<file path="config.mk">
export PLATFORM = sky130hd
export DESIGN_NAME = upd7800_cpgen
export DESIGN_NICKNAME = d
export VERILOG_FILES = /design/src/rtl/upd7800_cpgen_pkg.sv /design/src/rtl/upd7800_rst_stretch.sv /design/src/rtl/upd7800_cpgen.sv
export SDC_FILE = /design/constraint.sdc
export NUM_CORES = 1
export LEC_CHECK = 0
export CORE_MARGIN = 5
export CORE_UTILIZATION = 46
export DETAILED_ROUTE_END_ITERATION = 7
export PLACE_DENSITY = 0.73
export RECOVER_POWER = 25
export SLEW_MARGIN = 10
export SYNTH_ARGS = -nofsm -noshare
export SYNTH_HDL_FRONTEND = slang
export SYNTH_HIERARCHICAL = 1
export SYNTH_SLANG_ARGS = --single-unit
</file>
<file path="constraint.sdc">
create_clock -name CLK -period 1.6 [get_ports CLK]
set_input_delay 0.32 -clock CLK [delete_from_list [all_inputs] [get_ports CLK]]
set_output_delay 0.32 -clock CLK [all_outputs]
set_load 0.01 [all_outputs]
</file>
<file path="src/rtl/upd7800_cpgen_pkg.sv">
// Shared types and parameter limits for the uPD7800 clock-phase / reset sequencer.
package upd7800_cpgen_pkg;

  typedef enum logic [1:0] {
    PH_CP1P = 2'd0,
    PH_CP1N = 2'd1,
    PH_CP2P = 2'd2,
    PH_CP2N = 2'd3
  } cp_phase_t;

  typedef enum logic {
    RUN  = 1'b0,
    IDLE = 1'b1
  } cg_state_t;

  localparam int DIV_MIN        = 1;
  localparam int RST_CYCLES_MIN = 0;
  localparam int RST_CYCLES_MAX = 255;

  function automatic cp_phase_t phase_next(input cp_phase_t p);
    case (p)
      PH_CP1P: return PH_CP1N;
      PH_CP1N: return PH_CP2P;
      PH_CP2P: return PH_CP2N;
      default: return PH_CP1P;
    endcase
  endfunction

endpackage

</file>
<file path="src/rtl/upd7800_rst_stretch.sv">
// Holds CPU_RESETB low for RST_CYCLES machine cycles, releasing it on a CP1P edge.
module upd7800_rst_stretch
  import upd7800_cpgen_pkg::*;
#(
  parameter int RST_CYCLES = 4
) (
  input  logic clk,
  input  logic rst,
  input  logic cp2n_set,
  input  logic cp1p_set,
  input  logic stalled,
  output logic resetb
);

  localparam logic [7:0] RST_LIM = 8'(RST_CYCLES);

  logic [7:0] cnt_q;
  logic       at_lim;

  assign at_lim = (cnt_q == RST_LIM);

  // Strobe inputs are the set pulses, so the count and release line up with
  // the edge that asserts the strobe rather than the cycle after it.
  always_ff @(posedge clk or posedge rst) begin
    if (rst) begin
      cnt_q  <= '0;
      resetb <= 1'b0;
    end else begin
      if (!resetb && cp2n_set && !stalled && !at_lim)
        cnt_q <= cnt_q + 8'd1;
      if (!resetb && cp1p_set && !stalled && at_lim)
        resetb <= 1'b1;
    end
  end

endmodule

</file>
<file path="src/rtl/upd7800_cpgen.sv">
// Four-phase strobe generator and reset sequencer for the uPD7800 core.
// Define CPGEN_STALL_EN to build in the STALL_REQ/STALL_ACK freeze handshake.
module upd7800_cpgen
  import upd7800_cpgen_pkg::*;
#(
  parameter int DIV        = 1,
  parameter int RST_CYCLES = 4
) (
  input  logic CLK,
  input  logic RESET,
  input  logic STALL_REQ,
  output logic STALL_ACK,
  output logic CP1_POSEDGE,
  output logic CP1_NEGEDGE,
  output logic CP2_POSEDGE,
  output logic CP2_NEGEDGE,
  output logic CP1,
  output logic CP2,
  output logic CPU_RESETB
);

  localparam int PW = (DIV > 1) ? $clog2(DIV) : 1;
  localparam logic [PW-1:0] PRE_LAST = PW'(DIV - 1);

  if (DIV < DIV_MIN || RST_CYCLES < RST_CYCLES_MIN || RST_CYCLES > RST_CYCLES_MAX) begin : g_param_err
    $error("upd7800_cpgen: DIV or RST_CYCLES out of range");
  end

  logic [PW-1:0] pre_q;
  cp_phase_t     ph_q, ph_nx;
  cg_state_t     st_q, st_d;
  logic          stall_take, stall_rel;
  logic          step, wrap;
  logic [3:0]    stb_d;

  // Stall decisions: sample at the CP2N cycle, release whenever REQ drops.
  always_comb begin
    stall_take = 1'b0;
    stall_rel  = 1'b0;
`ifdef CPGEN_STALL_EN
    stall_take = (st_q == RUN) && CP2_NEGEDGE && STALL_REQ;
    stall_rel  = (st_q == IDLE) && !STALL_REQ;
`endif
  end

`ifndef CPGEN_STALL_EN
  logic unused_stall_req;
  assign unused_stall_req = STALL_REQ;
`endif

  // State register
  always_ff @(posedge CLK or posedge RESET) begin
    if (RESET) st_q <= RUN;
    else       st_q <= st_d;
  end

  // Next-state
  always_comb begin
    st_d = st_q;
    if (stall_take)     st_d = IDLE;
    else if (stall_rel) st_d = RUN;
  end

  // Outputs (next values). The release edge already counts as a run step so a
  // stall inserts exactly its own length into the strobe sequence.
  always_comb begin
    step  = ((st_q == RUN) && !stall_take) || stall_rel;
    wrap  = step && (pre_q == PRE_LAST);
    ph_nx = phase_next(ph_q);
    stb_d = '0;
    if (wrap) stb_d[ph_nx] = 1'b1;
  end

  always_ff @(posedge CLK or posedge RESET) begin
    if (RESET) begin
      pre_q       <= '0;
      ph_q        <= PH_CP2N;
      CP1_POSEDGE <= 1'b0;
      CP1_NEGEDGE <= 1'b0;
      CP2_POSEDGE <= 1'b0;
      CP2_NEGEDGE <= 1'b0;
      CP1         <= 1'b0;
      CP2         <= 1'b0;
      STALL_ACK   <= 1'b0;
    end else begin
      pre_q       <= (step && !wrap) ? pre_q + PW'(1) : '0;
      if (wrap) ph_q <= ph_nx;
      CP1_POSEDGE <= stb_d[PH_CP1P];
      CP1_NEGEDGE <= stb_d[PH_CP1N];
      CP2_POSEDGE <= stb_d[PH_CP2P];
      CP2_NEGEDGE <= stb_d[PH_CP2N];
      if (stb_d[PH_CP1P])      CP1 <= 1'b1;
      else if (stb_d[PH_CP1N]) CP1 <= 1'b0;
      if (stb_d[PH_CP2P])      CP2 <= 1'b1;
      else if (stb_d[PH_CP2N]) CP2 <= 1'b0;
      STALL_ACK   <= (st_d == IDLE);
    end
  end

  upd7800_rst_stretch #(
    .RST_CYCLES(RST_CYCLES)
  ) u_rst_stretch (
    .clk      (CLK),
    .rst      (RESET),
    .cp2n_set (stb_d[PH_CP2N]),
    .cp1p_set (stb_d[PH_CP1P]),
    .stalled  (st_q == IDLE),
    .resetb   (CPU_RESETB)
  );

endmodule
</file>
# --- Yosys cells after proc, flatten, opt, wreduce, memory -nomap -nowiden ---
# Cells that the tools add are included.
totals:
  romBits: 0
  latchBits: 0
  memories: 0
  ff_bits: 18
  ram_bits: 0
  inputBits: 3
classes:
  n_addsub: 2
  mul: 0
  muxes: 9
  div_mod_pow: 0
  magnitude_cmp: 2
  shift: 0
  eq_ne: 3
  reduce_logical: 10
  n_bitwise: 0
ops:
  columns: ["op", "n"]
  rows:
  - ["$add 8x1->8 const B", 1]
  - ["$eq 8x3->1 const B", 1]
  - ["$mux 1", 6]
  - ["$pmux 2 s3", 1]
  - ["$logic_and 1x1->1", 5]
  - ["$mux 4", 1]
  - ["$reduce_bool 2->1", 2]
  - ["$lt 2x3->1 const B", 1]
  - ["$demux 1 s2", 1]
  - ["$eq 2x1->1 const B", 1]
  - ["$eq 2x2->1 const B", 1]
  - ["$ge 2x1->1 const B", 1]
  - ["$logic_not 1->1", 2]
  - ["$logic_not 2->1", 1]
  - ["$add 1x1->1 const B", 1]

# --- Logic depth before layout (Yosys ltp) ---
# Gate-level depths: netlist of the first run.
logic_depth:
  ltp_word: 9
  depth_mapped: 5

# --- By module ---
# Netlist of the first run, hierarchy kept.
by_module_without_submodules:
  columns: ["mod", "cells_per_inst", "area_per_inst_um2", "instances"]
  rows:
  - ["upd7800_rst_stretch", 42, 481.7, 1]
  - ["upd7800_cpgen", 22, 332.8, 1]

# --- Least setup slack after synthesis of the first run ---
# Ideal clock, no wire load.
synth_path:
  kind: "register to register"
  start: "register ph_q[1]"
  end: "register u_rst_stretch.cnt_q[1]"
  path_slack_ns: -0.049
  setup_time_ns: 0.128
  required_ns: 1.472
  stages_incl_launch_ff: 5
  arrival_ns: 1.521
  period_less_slack_ns: 1.649
  path_cell_list: "dfstp_2 ha_1 nor3b_4 a21boi_2 mux2_1"
synth_via:
  elab_chain_len: 9
  elab_cells_between_ends: 12
synth_lines:
  columns: ["item", "line_no", "rtl"]
  rows:
  - ["from (decl)", "upd7800_cpgen.sv:30", "cp_phase_t ph_q, ph_nx;"]
  - ["from (signal assigned)", "upd7800_cpgen.sv:87", "if (wrap) ph_q <= ph_nx;"]
  - ["$eq 2x2->1 (tied with other cells)", "upd7800_cpgen_pkg.sv:21", "case (p)"]
  - ["$pmux 2 s3 (*)", "upd7800_cpgen_pkg.sv:21", null]
  - ["$lt 2x3->1 (not written as such) or $ge 2x1->1 (tied branches)", "upd7800_cpgen.sv:71", "if (wrap) stb_d[ph_nx] = 1'b1;"]
  - ["$logic_and 1x1->1 (not written as such)", "upd7800_cpgen.sv:71", null]
  - ["$mux 1 (not written as such)", "upd7800_cpgen.sv:71", null]
  - ["$demux 1 s2 (*)", "upd7800_cpgen.sv:71", null]
  - ["$mux 4 (*)", "upd7800_cpgen.sv:71", null]
  - ["via stb_d[3]", "upd7800_cpgen.sv:34", "logic [3:0] stb_d;"]
  - ["$logic_and 1x1->1 (*) (2 in a row)", "upd7800_rst_stretch.sv:29", "if (!resetb && cp2n_set && !stalled && !at_lim)"]
  - ["to (signal assigned)", "upd7800_rst_stretch.sv:30", "cnt_q <= cnt_q + 8'd1;"]
  - ["to (decl)", "upd7800_rst_stretch.sv:17", "logic [7:0] cnt_q;"]
# The timed path passes the listed nets; every way through them passes the cells marked *.
# A chain may end at the register's enable or synchronous reset.

# --- Final worst setup path of the first run ---
# Ends and elaborated chain as after synthesis.

==> results of run 1 <==
-- cell type report --
class / instances / area [um^2] / share of cell area [%]
multi-input combinational: 41 / 384 / 38.2
tap: 25 / 31.3 / 3.11
timing repair buffer: 12 / 110 / 10.9
sequential: 17 / 428 / 42.5
clock buffer: 4 / 26.3 / 2.61
inverter: 7 / 26.3 / 2.61
-- synth_stat cells, types with 2 or more instances --
library cell | number | share of area (%)
sky130_fd_sc_hd__dfrtp_1 | 15 | 46
sky130_fd_sc_hd__ha_1 | 8 | 12
sky130_fd_sc_hd__inv_1 | 7 | 3.2
sky130_fd_sc_hd__xnor2_1 | 5 | 5.4
sky130_fd_sc_hd__a21oi_1 | 3 | 1.8
sky130_fd_sc_hd__nand3_1 | 3 | 1.8
sky130_fd_sc_hd__and3_1 | 2 | 1.5
sky130_fd_sc_hd__dfstp_2 | 2 | 6.5
sky130_fd_sc_hd__mux2_1 | 2 | 2.8
sky130_fd_sc_hd__mux2_2 | 2 | 2.8
sky130_fd_sc_hd__nand4_1 | 2 | 1.5
-- report_power, final --
part           total (uW)  leakage (uW)  internal (uW)  switching [uW]
registers             430      0.000217            430               0
logic                12.9      0.000246           2.04            10.9
clock network         226     0.0000150           96.9             129
-- metal layers --
| metal | track usage (%) | up-vias | wire, um |
|---|---|---|---|
| met5 | 0 | - | 0 |
| met4 | 9.17 | 0 | 31 |
| met3 | 5.16 | 4 | 75 |
| met2 | 21.5 | 7 | 697 |
| met1 | 14.5 | 247 | 578 |
| li1 | - | 248 | - |
-- per-stage QoR --
step | hold slack (ns) | cell area (um^2) | TNS [ns] | utilization [%] | power, uW
after floorplan | 0.134 | 835 | -0.0329 | - | 449
after global placement | 0.485 | 961 | 0 | 56.3 | 452
after detailed placement | 0.500 | 961 | 0 | 56.3 | 452
after CTS | 0.289 | 995 | 0 | 58.2 | 684
after global routing | 0.448 | 1010 | 0 | 58.9 | 710
final | 0.420 | 1010 | 0 | 58.9 | 668
-- state kept, by name, indices dropped and copies added, names as in the netlist --
register and flops:
u_rst_stretch/resetb 1, CP2 1, CP2_POSEDGE 1, u_rst_stretch/cnt_q 8, CP1_POSEDGE 1, CP1_NEGEDGE 1
ph_q 2, CP2_NEGEDGE 1, CP1 1
-- placed cells by master (no fill, tap or decap) --
master | Yosys | layout
sky130_fd_sc_hd__dfrtp_1 | 15 | 15
sky130_fd_sc_hd__ha_1 | 8 | 7
sky130_fd_sc_hd__clkdlybuf4s50_1 | 0 | 7
sky130_fd_sc_hd__inv_1 | 7 | 6
sky130_fd_sc_hd__xnor2_1 | 5 | 5
sky130_fd_sc_hd__buf_4 | 1 | 4
sky130_fd_sc_hd__conb_1 | 1 | 3
sky130_fd_sc_hd__clkbuf_4 | 0 | 3
sky130_fd_sc_hd__nand3_1 | 3 | 3
sky130_fd_sc_hd__a21oi_1 | 3 | 3
sky130_fd_sc_hd__mux2_2 | 2 | 2
sky130_fd_sc_hd__dfstp_2 | 2 | 2
sky130_fd_sc_hd__and3_1 | 2 | 2
sky130_fd_sc_hd__nand4_1 | 2 | 2
sky130_fd_sc_hd__inv_2 | 0 | 1
sky130_fd_sc_hd__o21ba_2 | 1 | 1
sky130_fd_sc_hd__ha_4 | 0 | 1
sky130_fd_sc_hd__clkbuf_1 | 0 | 1
sky130_fd_sc_hd__dlygate4sd3_1 | 0 | 1
sky130_fd_sc_hd__nor3b_4 | 1 | 1
sky130_fd_sc_hd__and4_1 | 1 | 1
sky130_fd_sc_hd__nor3b_2 | 1 | 1
sky130_fd_sc_hd__nor4b_2 | 1 | 1
sky130_fd_sc_hd__a21boi_4 | 0 | 1
sky130_fd_sc_hd__mux2_4 | 0 | 1
sky130_fd_sc_hd__nor2_1 | 1 | 1
sky130_fd_sc_hd__nand3b_1 | 1 | 1
sky130_fd_sc_hd__and2_1 | 1 | 1
sky130_fd_sc_hd__mux2_1 | 2 | 1
sky130_fd_sc_hd__nand2_1 | 1 | 1
sky130_fd_sc_hd__o31ai_1 | 1 | 1
-- worst paths after layout --
path                                                     from                                  to  slack, ns  cells past startpoint
hold / removal                                          RESET               CP1_NEGEDGE$_DFF_PP0_       0.42                      2
min in group CLK           u_rst_stretch/cnt_q[7]$_DFFE_PP0P_  u_rst_stretch/cnt_q[7]$_DFFE_PP0P_       0.51                      1
setup reg to reg                            ph_q[1]$_DFF_PP1_  u_rst_stretch/cnt_q[1]$_DFFE_PP0P_       0.06                      4
hold reg to reg            u_rst_stretch/cnt_q[7]$_DFFE_PP0P_  u_rst_stretch/cnt_q[7]$_DFFE_PP0P_       0.51                      1
setup / recovery                            ph_q[1]$_DFF_PP1_  u_rst_stretch/cnt_q[1]$_DFFE_PP0P_       0.06                      4
max in group asynchronous                               RESET  u_rst_stretch/cnt_q[1]$_DFFE_PP0P_       0.90                      2
-- kinds of logic (layout without fill, tap and decap cells) --
kind of cell             Yosys count  count (layout)  synth area share (%)
XOR/XNOR                           5               5                  5.38
multiplexers                       4               4                  5.53
AND/OR/NAND/NOR                   15              15                  14.3
buffers and inverters              8              23                  4.15
other                              1               3                 0.460
AO/OA/AOI/OAI                      6               6                  5.38
flip-flops                        17              17                  52.5
adder cells (fa/ha/maj)            8               8                  12.3
-- repair_timing --
action,CTS,global route
hold endpoints to repair,0,0
setup buffers,1,0
resized for setup,0,3
setup endpoints to repair,1,4
==> impl_metrics.json, run 1 <==
{
  "run_status": "finished, final reports clean",
  "finalClockSkew_ns": 0.00539,
  "numCtsBuffers": 3,
  "cts-htree-levels": 1,
  "cp.required_ns": 1.78,
  "final-max-slew-violation-count": 0,
  "final_net_count": 93,
  "finalWirelength_mm": 1.38,
  "grt_setup_unrepaired": "false",
  "arrival_ns": 1.71,
  "setup_violations": 0,
  "initialDrtViolationCount": 5,
  "n_antenna_cell": 0,
  "crit_path_cell_trace": "ha_4, nor3b_4, a21boi_4, mux2_4",
  "pre_cts_ws_ns": 0.0265,
  "worstSetupEndpointType": "flop",
  "setup.worst_path.start_class": "flop",
  "synth.yosys.seq_area_share_pct": 52.5,
  "synth_seq_cells": 17,
  "number_of_cells_in_the_finished_layout_apart_from_fillers": 106,
  "synth_edf_count": 0,
  "detail_route.vias_per_cell": 4.77,
  "cellPowerDensity_mw_per_mm2": 665,
  "postSynth.asyncResetShare_pct": 100,
  "global_route.overflow_total": 0,
  "drt-pass1-iter-count": 3,
  "placeableCoreArea_mm2": 0.00171,
  "area_delta_synth_final_pct": 23.5,
  "wl_per_cell_um": 13.0,
  "place_hpwl_um": 967,
  "place.detailed.instances": 101,
  "largest_net_degree_at_the_start_of_global_routing": 10,
  "fp.dieArea_mm2": 0.00271,
  "hp-class": "input port to async pin",
  "crit_fanout": 3,
  "hold_buffers": 0,
  "finalCriticalPeriod_ns": 1.54,
  "total_leakage_power_uw": 0.000478,
  "postLayoutSetupSlackWorst_ns": 0.0623,
  "gp_congestion": 0.763,
  "synthesis.yosys.warnings": 6,
  "synthCells": 64,
  "groute.usage.overall_pct": 13.5,
  "routed-via-count": 506,
  "max-clock-path-buffers": 2,
  "final_antenna_net_count": 0,
  "worstPathBufferInverterCount": 0,
  "maxCapViolations": 0,
  "dieHeight_um": 52.1,
  "drive_gt1_share_pct": 23.5,
  "initial_utilization_pct": 47.7,
  "synth.distinct_cells": 24,
  "grt_antenna_before_repair": 0,
  "clock_tree.root_cell": "sky130_fd_sc_hd__clkbuf_4",
  "critical_path_class": "flop to flop",
  "tritoncts": "yes",
  "num_io_pins": 11,
  "cpLargestDelayFamily": "flip-flops",
  "fillCellCount": 149,
  "final_min_period_over_clock_period_pct": 96.1,
  "critPathSlowestCell": "sky130_fd_sc_hd__dfstp_2",
  "global_route_wire_length_before_repair_mm": 2.55,
  "io_buffers": 8,
  "clock-sinks": 17,
  "synthFlopType": "sky130_fd_sc_hd__dfrtp_1",
  "vdd.ir_drop.worst_mv": 0.493,
  "die_width_um": 52.1,
  "timing_hold_violations_final": 0,
  "clkSlewWorstSetupHoldPaths_ns": 0.10,
  "std_cell_rows": 15,
  "number_of_global_route_vias_before_repair": 579,
  "syn_avg_cell_area_um2": 12.7,
  "worstSkewPairLatency_ns": 0.29,
  "cp_slowest_stage_delay_ns": 0.57,
  "remaining_drc_errors": 0,
  "clock.fmax_mhz": 650,
  "synth.cell_area_um2": 815
}
(Power assumes the default switching activity.)
==> run 2: changes to the inputs <==
CORE_UTILIZATION = 51   (was 46)
PLACE_DENSITY = 0.77   (was 0.73)
SLEW_MARGIN = not set   (was 10)
clock period = 1.7 ns   (was 1.6 ns; I/O delays follow)
==> impl_metrics.json, run 2 (same netlist as run 1, synthesis figures left out) <==
{
  "clock-sinks": 17,
  "final.setup.tns_ns": 0,
  "num_io_pins": 11,
  "global_route.overflow_total": 0,
  "worstSkewPairLatency_ns": 0.29,
  "worstPathBufferInverterCount": 1,
  "fillCellCount": 126,
  "cellPowerDensity_mw_per_mm2": 639,
  "cpLargestDelayFamily": "buffers and inverters",
  "fp.dieArea_mm2": 0.00250,
  "setup.worst_path.start_class": "flop",
  "gp_congestion": 0.770,
  "hp-class": "input port to async pin",
  "wl_per_cell_um": 14.2,
  "dpl-instance-area_um2": 930,
  "total_leakage_power_uw": 0.000479,
  "postLayoutCoreUtil_pct": 65.0,
  "critical_path_cell_count": 1,
  "die_width_um": 50.0,
  "crit_path_cell_trace": "clkdlybuf4s50_1",
  "run_status": "finished, final reports clean",
  "clock.fmax_mhz": 624,
  "final_design_area_no_fill_um2": 978,
  "grt_setup_unrepaired": "false",
  "r2r_cells": 4,
  "dieHeight_um": 50.0,
  "n_antenna_cell": 0,
  "final_min_period_over_clock_period_pct": 94.2,
  "initialDrtViolationCount": 1,
  "cp_slowest_stage_delay_ns": 0.56,
  "total_power_uw": 625,
  "place.detailed.instances": 91,
  "remaining_drc_errors": 0,
  "finalWirelength_mm": 1.36,
  "grt_antenna_before_repair": 0,
  "tritoncts": "yes",
  "final-max-slew-violation-count": 0,
  "io_buffers": 8,
  "max-clock-path-buffers": 2,
  "place_hpwl_mm": 1.08,
  "largest_net_degree_at_the_start_of_global_routing": 11,
  "std_cell_rows": 14,
  "number_of_global_route_vias_before_repair": 511,
  "final_antenna_net_count": 0,
  "final_net_count": 92,
  "vdd.ir_drop.worst_mv": 0.523,
  "initial_utilization_pct": 54.1,
  "arrival_ns": 1.26,
  "finalCriticalPeriod_ns": 1.60,
  "drt-pass1-iter-count": 4,
  "worstSetupEndpointType": "output pin",
  "commonest_cells_after_routing_fill_and_taps_aside": "sky130_fd_sc_hd__dfrtp_1, sky130_fd_sc_hd__inv_1, sky130_fd_sc_hd__ha_1, sky130_fd_sc_hd__clkdlybuf4s50_1, sky130_fd_sc_hd__xnor2_1",
  "drive_gt1_share_pct": 22.5,
  "numCtsBuffers": 3,
  "cts-htree-levels": 1,
  "global_route_wire_length_before_repair_mm": 2.35,
  "clock_tree.root_cell": "sky130_fd_sc_hd__clkbuf_4",
  "critPathSlowestCell": "sky130_fd_sc_hd__clkdlybuf4s50_1",
  "area_delta_synth_final_pct": 20.1,
  "crit_fanout": 3,
  "routed-via-count": 486,
  "number_of_cells_in_the_finished_layout_apart_from_fillers": 96,
  "clkSlewWorstSetupHoldPaths_ns": 0.10,
  "timing_hold_violations_final": 0,
  "maxCapViolations": 0,
  "hold_buffers": 0,
  "finalClockSkew_ns": 0.0122,
  "final_common_cell": "sky130_fd_sc_hd__dfrtp_1",
  "setup_violations": 0,
  "placeableCoreArea_mm2": 0.00151,
  "detail_route.vias_per_cell": 5.06,
  "cp.required_ns": 1.36,
  "largest_register_ffs": 8,
  "groute.usage.overall_pct": 12.7,
  "top_regs": "u_rst_stretch/cnt_q: 8 flops, ph_q: 2 flops",
  "critical_path_class": "flop to output pin",
  "max_flop_register": "u_rst_stretch/cnt_q"
}
[run 2: power breakdown]
part | leakage [uW] | internal, uW | switching (uW)
clock network | 0.0000177 | 87.3 | 121
registers | 0.000217 | 404 | 0
logic | 0.000244 | 1.93 | 10.6
[run 2: repair_timing]
item	in CTS	in global routing
endpoints found under the setup margin	0	1
buffers inserted	0	1
resized for setup	0	3
[run 2: worst register-to-register path, stage by stage, from the launching register on]
cell and delay [ns]:
sky130_fd_sc_hd__dfstp_2 0.55, sky130_fd_sc_hd__ha_2 0.17, sky130_fd_sc_hd__nor3b_4 0.22, sky130_fd_sc_hd__a21boi_4 0.23, sky130_fd_sc_hd__mux2_4 0.31
[run 2: cell type report]
class | count | area [um^2] | area share [%]
multi-input combinational | 41 | 374 | 38.2
timing repair buffer | 11 | 103 | 10.5
clock inverter | 1 | 5.00 | 0.512
tap | 16 | 20.0 | 2.05
clock buffer | 3 | 22.5 | 2.30
inverter | 7 | 26.3 | 2.69
sequential | 17 | 428 | 43.7
[run 2: metrics by stage]
stage	worst slack (ns)	hold WS (ns)
after floorplan	0.0514	0.154
final	0.0983	0.444
after CTS	0.0436	0.315
after global routing	0.00296	0.446
after detailed placement	0.0533	0.500
after global placement	0.114	0.485
[run 2: per-layer routing]
metal | up-vias | part of all wire, % | track usage [%]
met1 | 232 | 43 | 14.8
met4 | 0 | 0.29 | 5.24
met3 | 2 | 2.7 | 3.92
met5 | - | 0 | 0
li1 | 243 | - | -
met2 | 9 | 54 | 21.2
[run 2: worst paths after layout]
check | end | slack (ns) | startpoint
min | CP2$_DFFE_PP0P_ | 0.44 | RESET
max reg2reg | u_rst_stretch/cnt_q[1]$_DFFE_PP0P_ | 0.1 | ph_q[1]$_DFF_PP1_
max | CPU_RESETB | 0.1 | u_rst_stretch/resetb$_DFFE_PP0P_
min reg2reg | CP2$_DFFE_PP0P_ | 0.53 | CP2$_DFFE_PP0P_
min in group CLK | CP2$_DFFE_PP0P_ | 0.53 | CP2$_DFFE_PP0P_
max in group asynchronous | u_rst_stretch/cnt_q[2]$_DFFE_PP0P_ | 0.94 | RESET
==> run 3: changes to the inputs <==
CELL_PAD_IN_SITES_DETAIL_PLACEMENT = 1   (was not set)
CELL_PAD_IN_SITES_GLOBAL_PLACEMENT = 1   (was not set)
CORE_UTILIZATION = 42   (was 51)
PLACE_DENSITY = 0.84   (was 0.77)
==> impl_metrics.json, run 3 (same netlist as run 1, synthesis figures left out) <==
{
  "run_status": "finished, final reports clean",
  "detail_route.vias_per_cell": 4.60,
  "num_io_pins": 11,
  "drive_gt1_share_pct": 23.5,
  "io_buffers": 8,
  "final_common_cell": "sky130_fd_sc_hd__dfrtp_1",
  "seq_pwr_share_pct": 64.0,
  "gp_congestion": 0.765,
  "setup.worst_path.start_class": "flop",
  "cp.required_ns": 1.36,
  "largest_register_ffs": 8,
  "n_antenna_cell": 0,
  "numCtsBuffers": 3,
  "area_delta_synth_final_pct": 22.4,
  "std_cell_rows": 16,
  "top_regs": "u_rst_stretch/cnt_q: 8 flops, ph_q: 2 flops",
  "pre_cts_ws_ns": 0.0459,
  "cpLargestDelayFamily": "buffers and inverters",
  "postLayoutCoreUtil_pct": 52.4,
  "die_width_um": 54.0,
  "clock.fmax_mhz": 618,
  "total_net_switching_power_uw": 138,
  "cell_internal_pwr_uw": 494,
  "global_route_wire_length_before_repair_mm": 2.50,
  "finalWirelength_mm": 1.45,
  "critPathSlowestCell": "sky130_fd_sc_hd__clkdlybuf4s50_1",
  "cellPowerDensity_mw_per_mm2": 634,
  "setup_violations": 0,
  "crit_path_cell_trace": "clkdlybuf4s50_1",
  "postLayoutSetupSlackWorst_ns": 0.0815,
  "cp_slowest_stage_delay_ns": 0.56,
  "grt_antenna_before_repair": 0,
  "remaining_drc_errors": 0,
  "largest_net_degree_at_the_start_of_global_routing": 11,
  "holdWs_ns": 0.445,
  "final_net_count": 93,
  "worstPathBufferInverterCount": 1,
  "pwr-share-clk_pct": 34.0,
  "clkSlewWorstSetupHoldPaths_ns": 0.10,
  "worstSkewPairLatency_ns": 0.29,
  "initialDrtViolationCount": 3,
  "tritoncts": "yes",
  "place.detailed.instances": 103,
  "dieHeight_um": 54.0,
  "placeableCoreArea_mm2": 0.00190,
  "clock_tree.root_cell": "sky130_fd_sc_hd__clkbuf_4",
  "cts-htree-levels": 1,
  "clock-sinks": 17,
  "number_of_global_route_vias_before_repair": 554,
  "fillCellCount": 203,
  "power.share.switching_pct": 21.9,
  "final_min_period_over_clock_period_pct": 95.2,
  "hold_buffers": 0,
  "final_antenna_net_count": 0,
  "global_route.overflow_total": 0,
  "number_of_cells_in_the_finished_layout_apart_from_fillers": 108,
  "fp.dieArea_mm2": 0.00292,
  "maxCapViolations": 0,
  "vdd.ir_drop.worst_mv": 0.533,
  "multi_input_comb_area_um2": 372,
  "initial_utilization_pct": 42.8,
  "critical_path_class": "flop to output pin",
  "final_design_area_no_fill_um2": 997,
  "max-clock-path-buffers": 2,
  "routed-via-count": 497,
  "worstSetupEndpointType": "output pin",
  "dpl-instance-area_um2": 951,
  "share_comb_of_total_power_pct": 2.0,
  "final-max-slew-violation-count": 0,
  "finalCriticalPeriod_ns": 1.62,
  "wl_per_cell_um": 13.4,
  "place_hpwl_mm": 1.18,
  "hp-class": "input port to async pin",
  "layout.area.seq_um2": 428,
  "arrival_ns": 1.28,
  "drt-pass1-iter-count": 3,
  "groute.usage.overall_pct": 12.3,
  "commonest_cells_after_routing_fill_and_taps_aside": "sky130_fd_sc_hd__dfrtp_1, sky130_fd_sc_hd__ha_1, sky130_fd_sc_hd__clkdlybuf4s50_1",
  "total_leakage_power_uw": 0.000485,
  "crit_fanout": 3,
  "timing_hold_violations_final": 0,
  "max_flop_register": "u_rst_stretch/cnt_q",
  "finalClockSkew_ns": 0.00395
}
-- run 3: changes by cell type in the layout (fill, tap and decap cells not counted), sizes merged --
cell / delta
buf: +1
-- run 3: power groups by stage --
| stage | Combinational (uW) | Sequential, uW | Clock, uW |
|---|---|---|---|
| after detailed placement | 13.5 | 412 | 0 |
| after global routing | 15.0 | 405 | 242 |
| after CTS | 13.5 | 404 | 226 |
| final | 12.6 | 404 | 215 |
| after floorplan | 10.1 | 412 | 0 |
| after global placement | 13.0 | 412 | 0 |
-- run 3: per-layer routing --
layer	share of wire [%]	up-vias	GRT usage, %
li1	-	247	-
met1	45	242	15.2
met2	51	6	20.8
met3	2.7	2	2.77
met4	1.3	0	4.98
met5	0	-	0
-- run 3: final cells by class --
type	instances	share of cell area, %
clock buffers	3	2.26
inverters	7	2.63
clock inverters	1	0.502
well taps	27	3.39
repair buffers	12	11.0
flip-flops and latches	17	42.9
multi-input cells	41	37.3
-- run 3: repair_timing --
action,4_1_cts,5_1_grt
hold endpoints to repair,0,0
setup buffers,0,1
resized for setup,0,3
setup endpoints to repair,0,1
-- run 3: path summary, 6_finish.rpt --
path	from	endpoint	slack [ns]	depth (start not counted)
hold reg to reg	u_rst_stretch/cnt_q[7]$_DFFE_PP0P_	u_rst_stretch/cnt_q[7]$_DFFE_PP0P_	0.52	1
setup reg to reg	ph_q[1]$_DFF_PP1_	u_rst_stretch/cnt_q[1]$_DFFE_PP0P_	0.08	4
max in group asynchronous	RESET	u_rst_stretch/resetb$_DFFE_PP0P_	0.96	2
min in group CLK	u_rst_stretch/cnt_q[7]$_DFFE_PP0P_	u_rst_stretch/cnt_q[7]$_DFFE_PP0P_	0.52	1
setup / recovery	u_rst_stretch/resetb$_DFFE_PP0P_	CPU_RESETB	0.08	1
hold / removal	RESET	CP2_POSEDGE$_DFF_PP0_	0.45	2
-- run 3: metrics by stage --
stage                     total power [uW]  TNS (ns)
final                                  632         0
after CTS                              644         0
after global placement                 425         0
after global routing                   662  -0.00818
after floorplan                        422         0
after detailed placement               426         0
